**src/rtl/conv_pkg.sv**
```systemverilog
// Shared types for the conv layer: arbiter mode and phase scheduler state.
package conv_pkg;

   typedef enum logic [1:0] {
      ModeConvolution = 2'd0,
      ModePooling     = 2'd1
   } arbiter_mode_t;

   typedef enum logic [2:0] {
      StIdle      = 3'd0,
      StConv      = 3'd1,
      StConvDrain = 3'd2,
      StPoolStart = 3'd3,
      StPool      = 3'd4,
      StPause     = 3'd5
   } sched_state_t;

endpackage

```
**src/rtl/conv_phase_scheduler.sv**
```systemverilog
// Per-timestep sequencer: convolution, pipeline drain, pooling start, pooling,
// with a watchdog that parks the layer in a sticky fault state.
module conv_phase_scheduler
   import conv_pkg::*;
#(
   parameter int unsigned DRAIN_CYCLES    = 4,
   parameter int unsigned WATCHDOG_CYCLES = 65535,
   parameter int unsigned TS_COUNT_WIDTH  = 16
) (
   input  logic                      clk,
   input  logic                      rst_n,
   input  logic                      enable_i,
   input  logic                      timestep_seen_i,
   input  logic                      conv_active_i,
   input  logic                      pool_done_i,
   input  logic                      out_fifo_full_nx_i,
   output logic                      capture_enable_o,
   output logic                      pool_enable_o,
   output logic                      pool_stall_o,
   output arbiter_mode_t             arbiter_mode_o,
   output logic [TS_COUNT_WIDTH-1:0] ts_count_o,
   output logic                      busy_o,
   output logic                      fault_o
);

   localparam int unsigned DrainW = (DRAIN_CYCLES > 1) ? $clog2(DRAIN_CYCLES) : 1;
   localparam int unsigned WdW    = (WATCHDOG_CYCLES > 1) ? $clog2(WATCHDOG_CYCLES) : 1;
   localparam logic [DrainW-1:0] DrainLast = DrainW'(DRAIN_CYCLES - 1);
   localparam logic [WdW-1:0]    WdLast    = WdW'(WATCHDOG_CYCLES - 1);

   sched_state_t              state_q, state_d;
   arbiter_mode_t             mode_q, mode_d;
   logic [DrainW-1:0]         drain_cnt_q, drain_cnt_d;
   logic [WdW-1:0]            wd_cnt_q, wd_cnt_d;
   logic [TS_COUNT_WIDTH-1:0] ts_q, ts_d;
   logic                      fault_q, fault_d;

   always_ff @(posedge clk or negedge rst_n) begin
      if (!rst_n) begin
         state_q     <= StIdle;
         mode_q      <= ModeConvolution;
         drain_cnt_q <= '0;
         wd_cnt_q    <= '0;
         ts_q        <= '0;
         fault_q     <= 1'b0;
      end else begin
         state_q     <= state_d;
         mode_q      <= mode_d;
         drain_cnt_q <= drain_cnt_d;
         wd_cnt_q    <= wd_cnt_d;
         ts_q        <= ts_d;
         fault_q     <= fault_d;
      end
   end

   always_comb begin
      state_d     = state_q;
      mode_d      = mode_q;
      drain_cnt_d = drain_cnt_q;
      wd_cnt_d    = wd_cnt_q;
      ts_d        = ts_q;
      fault_d     = fault_q;

      if (enable_i) begin
         unique case (state_q)
            StIdle: state_d = StConv;
            StConv: begin
               if (timestep_seen_i) state_d = StConvDrain;
            end
            StConvDrain: begin
               drain_cnt_d = conv_active_i ? '0 : drain_cnt_q + DrainW'(1);
               wd_cnt_d    = wd_cnt_q + WdW'(1);
               // A completed drain takes priority over a simultaneous expiry.
               if (!conv_active_i && drain_cnt_q == DrainLast) begin
                  state_d = StPoolStart;
                  mode_d  = ModePooling;
               end else if (wd_cnt_q == WdLast) begin
                  state_d = StPause;
                  mode_d  = ModeConvolution;
                  fault_d = 1'b1;
               end
            end
            StPoolStart: state_d = StPool;
            StPool: begin
               wd_cnt_d = wd_cnt_q + WdW'(1);
               if (pool_done_i) begin
                  state_d = StConv;
                  mode_d  = ModeConvolution;
                  ts_d    = ts_q + TS_COUNT_WIDTH'(1);
               end else if (wd_cnt_q == WdLast) begin
                  state_d = StPause;
                  mode_d  = ModeConvolution;
                  fault_d = 1'b1;
               end
            end
            StPause: state_d = StPause;
            default: state_d = StIdle;
         endcase

         if (state_d != state_q) begin
            drain_cnt_d = '0;
            wd_cnt_d    = '0;
         end
      end
   end

   always_comb begin
      capture_enable_o = (state_q == StConv) && enable_i;
      pool_enable_o    = (state_q == StPoolStart) && enable_i;
      pool_stall_o     = (state_q == StPool) && out_fifo_full_nx_i;
      busy_o           = !((state_q == StIdle) || (state_q == StConv));
      arbiter_mode_o   = mode_q;
      ts_count_o       = ts_q;
      fault_o          = fault_q;
   end

endmodule

```
**config.mk**
```make
export PLATFORM = sky130hd
export DESIGN_NAME = conv_phase_scheduler
export DESIGN_NICKNAME = d
export VERILOG_FILES = /design/src/rtl/conv_pkg.sv /design/src/rtl/conv_phase_scheduler.sv
export SDC_FILE = /design/constraint.sdc
export NUM_CORES = 1
export LEC_CHECK = 0
export CORE_ASPECT_RATIO = 1.5
export CORE_UTILIZATION = 50
export CTS_CLUSTER_DIAMETER = 120
export DETAILED_ROUTE_END_ITERATION = 10
export PLACE_DENSITY = 0.74
export SETUP_SLACK_MARGIN = 0.4
export SYNTH_ARGS = -nofsm -noshare
export SYNTH_HDL_FRONTEND = slang
export SYNTH_SLANG_ARGS = --single-unit
export TNS_END_PERCENT = 100
```
**constraint.sdc**
```tcl
create_clock -name clk -period 3.2 [get_ports clk]
set_input_delay 0.48 -clock clk [delete_from_list [all_inputs] [get_ports clk]]
set_output_delay 0.48 -clock clk [all_outputs]
set_load 0.005 [all_outputs]
```
==> results of run 1 <==
-- worst reg2reg max path: stages, from the launching register on --
cell      delay, ns
dfrtp_1        0.45
inv_1          0.09
ha_1           0.14
nand4_1        0.10
or4_4          0.48
o211ai_2       0.49
o21bai_1       0.14
a22o_1         0.19
-- sequential cells by signal, indices dropped and copies added, names as in the netlist --
name            flops
fault_o             1
ts_count_o         16
arbiter_mode_o      2
wd_cnt_q           16
state_q             3
drain_cnt_q         2
-- synthesized netlist by cell type (all sizes together) (7+ instances only) --
cell | n | share of area
nand3 | 18 | 0.041
nand4 | 12 | 0.041
or3 | 7 | 0.021
xnor2 | 12 | 0.048
a21oi | 11 | 0.025
inv | 12 | 0.021
nand2 | 24 | 0.041
and3 | 7 | 0.020
dfrtp | 40 | 0.46
nor2 | 12 | 0.021
o21ai | 18 | 0.041
-- logic make-up (layout without fill, tap and decap cells) --
family,Yosys count,after routing
adders and majority gates,4,4
DFF,40,40
xor gates and xnor gates,15,15
AOI/OAI and AO/OA,45,45
buffers and inverters,20,50
and+or+nand+nor,107,107
muxes,2,2
-- area by class of cell --
cell class / count / area [sq um] / area share
multi-input cells: 173 / 1090 / 0.423
flip-flops and latches: 40 / 1000 / 0.389
repair buffers: 30 / 293 / 0.114
clock buffers: 5 / 68.8 / 0.0268
well taps: 46 / 57.6 / 0.0224
inverters: 12 / 45.0 / 0.0175
clock inverters: 3 / 18.8 / 0.00730
-- power by group --
part / leakage [uW] / switching [uW] / internal (uW)
clock network: 0.0000479 / 183 / 152
registers: 0.000552 / 82.1 / 548
logic: 0.000501 / 178 / 163
total: 0.00110 / 443 / 863
-- final timing paths --
| check | from | end | depth (start not counted) |
|---|---|---|---|
| hold reg to reg | ts_count_o[15] | ts_count_o[15] | 1 |
| setup / recovery | enable_i | capture_enable_o | 4 |
| setup reg to reg | wd_cnt_q[0] | wd_cnt_q[6] | 7 |
| min in group clk | ts_count_o[15] | ts_count_o[15] | 1 |
| hold / removal | rst_n | ts_count_o[3] | 1 |
| max in group asynchronous | rst_n | drain_cnt_q[1] | 1 |
-- stage by stage --
stage	util	hold WS [ns]
2_1_floorplan	-	0.184
3_3_place_gp	0.590	0.459
3_5_place_dp	0.590	0.465
4_1_cts	0.611	0.335
5_1_grt	0.611	0.381
6_report	0.611	0.293
-- per-layer routing --
layer	global-route usage	vias up	part of all wire
li1	-	891	-
met1	0.243	895	0.43
met2	0.383	34	0.52
met3	0.0450	6	0.034
met4	0.0805	0	0.016
met5	0	-	0
==> out/summary.md, run 1 <==
The filler cell count in the final layout is 386, and the number of core rows is 29. Buffers added to address setup during post-CTS repair amount to 0. The tools report the floorplan die area as 4620 sq um. Input and output buffers added on the ports amount to 29. The worst-case IR drop observed on VDD is 0.439 mV. Among cell families on the critical path, the largest total delay comes from buffers and inverters. In the layout the commonest cells are 40 x dfrtp_1, 28 x clkdlybuf4s50_1, 24 x nand2_1. Setup repair after global routing left no endpoint under its margin. The parity-gate share of the synthesized area counting xor and xnor cells is 0.0604, and the count of inserted antenna diode cells is 0. In this run the remaining antenna-violating nets after routing total 0.

The share of post-route cells with drive strength above 1 is 0.0760, and the number of cells produced by synthesis is 233. After detailed routing, the number of remaining DRC violations is 0. The half-perimeter wire length of the detailed placement result came out at 3.11 mm. The run gives 0.728 ns as the worst path setup slack after routing.

Setup violations remaining at the end of the flow were counted as 0. Synthesis inferred 40 register bits. The tools report the post-route setup TNS as 0 ns.

The logs give 4210 sq um for the area of the core and 2480 sq um for the placement-stage cell area. Initial antenna violation count: 0. Launching element type of the critical path: an input port.

Counting tap cells, the placed design contains a total of 301 instances. Total power for the finished layout comes to 1310 uW. The worst reg-to-reg setup slack is 1.01 ns. Leaving out fill and tap cells, the most frequent cell in the layout is dfrtp_1. The critical path goes through clkdlybuf4s50_1 > nand2_1 > nor2_1 > clkdlybuf4s50_1. In this run the static leakage power is 0.00110 uW. Averaged over all synthesized cells, the footprint is 9.34 sq um. In this run, synthesis inferred 0 flip-flops with an integrated enable.

STA puts the critical path data required time at 2.72 ns. The maximum cell stage delay along the critical path came out at 0.72 ns. The worst setup path is captured at a primary output. The run gives 0.210 as the total track usage. The slew at the pin closest to its max-slew limit was 0.874 ns. During synthesis, Yosys emitted a total of 0 warnings. Dividing the detail-routed via count by the number of cells gives 5.91. In this run the vertical extent of the chip is 82.8 um. Between clock sinks in the finished design, the worst skew comes to 0.00383 ns.

The largest fanout of any net on the critical path was 12. The area share of fa/ha/maj cells after synthesis came out at 0.0230. The signed area change from the synthesized netlist to the final layout works out to 18.1%. The tools report the initial cell density of the core as 0.517. The path class of the tightest hold or removal check is in -> async. At the end of the flow, the number of nets in the layout was 273. The largest individual stage delay along the critical path comes from the cell clkdlybuf4s50_1.

The run gives 0.405 GHz as the peak clock frequency supported by timing. The root buffer cell chosen for the clock tree is clkbuf_8. The fraction of registers with async set/reset is 1.00, and the average wire per cell in the routed design is 14.5 um. The arrival time of the worst setup path came out at 1.99 ns. The number of standard cells in the final layout excluding fillers came out at 309. Among all flip-flop cells after synthesis, the most frequent one is dfrtp_1. The I/O pin total is 30. The clock edge transition at the registers on the reported setup and hold paths came out at 0.08 ns. The run gives 0.525 ns as the worst setup timing slack at the placement stage.

The first global-routing pass estimated 7.59 mm of wire. The worst path buffer plus inverter count is 2. Wires add up to 4.48 mm.

Detailed routing inserted a total of 1826 vias. The via count of the first global-routing pass was 1679; the net count after synthesis was 244. The tools report the count of endpoints failing hold in the final timing report as 0.

Buffers inserted during clock tree synthesis total 5. For the worst-skew pair later-pin latency, the log shows 0.30 ns. Number of detailed-route iterations in the first pass: 4. The run gives 0 as the post-CTS resize count. Across the run, the number of max-cap violations was 0.

From left edge to right edge, the die measures 55.9 um. At the end of routability-driven placement, the weighted congestion stood at 0.815. The flow ran to the end, and the final reports show no timing, DRC or antenna violations. The total power per unit cell area is 508 nW/um^2, and the final global-route overflow total is 0. Compound-gate portion of the synthesized area: 0.129. The smallest clock period supported by the final layout is computed as 2.47 ns.

The cell area after synthesis is 2180 sq um, and the pin count of the biggest net entering global routing is 41. The critical path is of the in -> out type. TritonCTS built the clock tree.

The final critical-path share of the clock period works out to 0.772. The final cell area excluding filler cells was 2570 sq um; the number of DRC markers after the initial detailed-route iteration was 66. The basic-gate share of the synthesized area counting and, or, nand and nor cells came out at 0.278. The largest family of logic cells by synthesized area is simple AND/OR/NAND/NOR gates. The fraction of the yosys area taken by sequential cells is 0.460. The portion of netlist area occupied by mux cells was 0.00920.

The logs give 47 for the distinct cell type count of the synthesized netlist and 2 for the maximum buffer depth of the clock tree. The total number of clock tree sinks was 40. The most numerous cell type found on the critical path is clkdlybuf4s50_1.

Worst slew slack as a fraction of its limit: 0.417. The number of hold buffers added after CTS was 0. The H-tree was split into 2 levels.

The max-slew violation count came out at 0.
(Power assumes the default switching activity.)
==> run 2: changes to the inputs <==
Clock period 3.2 ns to 2.55 ns, I/O delays scaled along.
==> run 2 against run 1 <==
Sequential power up 24%. Clock-buffer cell count unchanged. First-iteration DRC count down 17%. Clock skew up 0.0062 ns. Worst hold slack worse by 0.091 ns. Global-route usage up 0.76 points. Flip-flop and latch count unchanged. Sequential share of layout area down 1.5 points. Register-to-register slack worse by 0.50 ns.
==> out/summary.md, run 2 (synthesis results as in run 1) <==
The clock edge transition at the registers on the reported setup and hold paths is 0.08 ns (about the same), and the worst-skew pair later-pin latency is 0.30 ns (about the same). The most common cell after layout, fill and taps aside is dfrtp_1. Global-route wire length before repair: 7.89 mm (+3.9%). Horizontal die dimension: 55.9 um (unchanged).

The library cells used most frequently in the layout, excluding fill and tap cells, are 38 x dfrtp_1, 27 x clkdlybuf4s50_1, 24 x nand2_1. The maximum resistive drop on vdd was 0.646 mV (+47%); the area of the core was 4210 sq um (unchanged). The run gives 41 (unchanged) as the pin count of the biggest net entering global routing. The final global-route overflow total is 0 (unchanged), and the peak clock frequency supported by timing is 0.479 GHz.

The number of DRC markers after the initial detailed-route iteration is 55 (-17%). The run gives 1853 (+1.5%) as the via count. Clock tree synthesis selected as its root buffer the cell clkbuf_8.

The final weighted congestion in routability-driven placement came out at 0.789 (-3.2%). The logs give 0.407 (-0.00997) for the worst slew slack as a fraction of its limit and 1811 (+7.9%) for the via count of the first global-routing pass. The share of the core filled with cells in the final layout is 0.636 (+0.0256), and the maximum buffer depth of the clock tree is 2 (unchanged). The largest fanout of any net on the critical path is 5 (-7), and the average wire per cell in the routed design is 14.9 um (+3.1%). The run finished with clean final reports. The H-tree depth reported by CTS is 2 (unchanged). The number of buffer cells added on primary ports works out to 29 (unchanged). The tools report the filler cell count in the final layout as 364 (-5.7%). Overall power of the completed layout: 1830 uW (+40%). Setup repair after global routing could not meet its margin everywhere.

The floorplan die height was 82.8 um (unchanged); the count of endpoints failing hold in the final timing report was 0 (unchanged). The tools report the launching element type of the critical path as a flop. The number of core rows is 29 (unchanged). For the max-slew violation count, the log shows 0 (unchanged). The run gives 0.00113 uW (+3.0%) as the static leakage. Share of post-route cells with drive strength above 1: 0.119 (+0.0425).

The tools report the endpoint type of the worst setup path as a primary output. The detailed-route vias per instance works out to 5.86 (-0.77%). The final critical-path share of the clock period is 0.819. The worst min-delay path class was in -> async. The initial antenna violation count is 0 (unchanged).

The slew at the pin closest to its max-slew limit came out at 0.889 ns (+0.0149 ns). The required arrival time at the worst endpoint is 2.17 ns (-0.55 ns). The run gives 4.72 mm (+5.5%) as the total detailed-routing wirelength. TritonCTS built the clock tree.

The final critical path time including I/O delays and setup is 2.09 ns. For the final layout net count, the log shows 280 (+2.6%). The logs give 0 ns (unchanged) for the post-route setup TNS and 30 (unchanged) for the I/O pin total. The half-perimeter wire length of the detailed placement result was 3.26 mm (+4.8%). The total clock buffers created by CTS is 5 (unchanged), and the number of detailed-route iterations in the first pass is 4 (unchanged). The max-cap violation count came out at 0 (unchanged). The depth of the worst register-to-register path is 6 (-1), and the remaining routing DRC violations is 0 (unchanged). The setup skew after layout is 0.00999 ns (+0.00615 ns), and the arrival time of the worst setup path is 1.71 ns (-0.28 ns).

The post-cts hold buffer count is 0 (unchanged), and the count of inserted antenna diode cells is 0 (unchanged). The floorplan die area came out at 4620 sq um (unchanged). The critical path is of the reg -> out type. The tools report the setup-violating endpoint count in the final report as 0 (unchanged).

The total power per unit cell area works out to 682 nW/um^2 (+34%). The tools report the total track usage as 0.218 (+0.00762). The logs give 0.517 (unchanged) for the initial cell density of the core and 40 (unchanged) for the total number of clock tree sinks.

The signed area change from the synthesized netlist to the final layout came out at 23.1%. The remaining antenna violation count came out at 0 (unchanged).
[run 2: cell types whose count changed in the layout (fill, tap and decap cells not counted), moves of 2 or more]
| cell | previous run | this run |
|---|---|---|
| dfrtp_2 | 0 | 2 |
| buf_4 | 1 | 7 |
| clkinv_2 | 2 | 0 |
| dfrtp_1 | 40 | 38 |
[run 2: area by class of cell]
type,instances,area (sq um),area share
Multi-Input combinational cell,174,1120,0.418
Sequential cell,40,1000,0.375
Timing Repair Buffer,36,337,0.126
Clock buffer,5,68.8,0.0257
Tap cell,46,57.6,0.0215
Clock inverter,3,46.3,0.0173
Inverter,12,45.0,0.0168
[run 2: routing by layer]
layer,wire length [um],up-vias,track usage
met5,0,-,0
met4,93,0,0.0756
met3,173,10,0.0512
met2,2470,44,0.418
met1,1980,889,0.235
li1,-,910,-
[run 2: path summary, 6_finish.rpt]
path	startpoint	end	slack [ns]
worst max-delay path	state_q[1]	capture_enable_o	0.46
worst min-delay path	rst_n	ts_count_o[4]	0.20
worst max register to register	state_q[1]	wd_cnt_q[12]	0.51
worst min register to register	ts_count_o[15]	ts_count_o[15]	0.47
max in group asynchronous	rst_n	state_q[2]	1.73
min in group clk	ts_count_o[15]	ts_count_o[15]	0.47
[run 2: stage by stage]
| stage | cell area [sq um] | std cells | hold WS, ns | setup WS (ns) |
|---|---|---|---|---|
| after floorplan | 2180 | 233 | 0.0869 | 0.679 |
| final | 2680 | 316 | 0.203 | 0.460 |
| after global placement | 2500 | 304 | 0.458 | 0.351 |
| after detailed placement | 2500 | 304 | 0.460 | 0.324 |
| after global routing | 2680 | 316 | 0.286 | 0.409 |
| after CTS | 2650 | 314 | 0.240 | 0.404 |
[run 2: worst max-delay path, cell delays in order, from the launching register on]
cell and delay [ns]:
dfrtp_2 0.45, or2_2 0.32, nor2_2 0.13, clkdlybuf4s50_1 0.51
[run 2: where the power goes]
group	internal, uW	switching (uW)
combinational	245	266
clock	295	240
sequential	690	91.3
[run 2: what timing repair did]
| item | CTS | global route |
|---|---|---|
| endpoints found under the setup margin | 3 | 12 |
| cloned | 0 | 1 |
| resized for setup | 5 | 4 |
| pin swaps | 0 | 1 |
| buffers inserted | 2 | 1 |
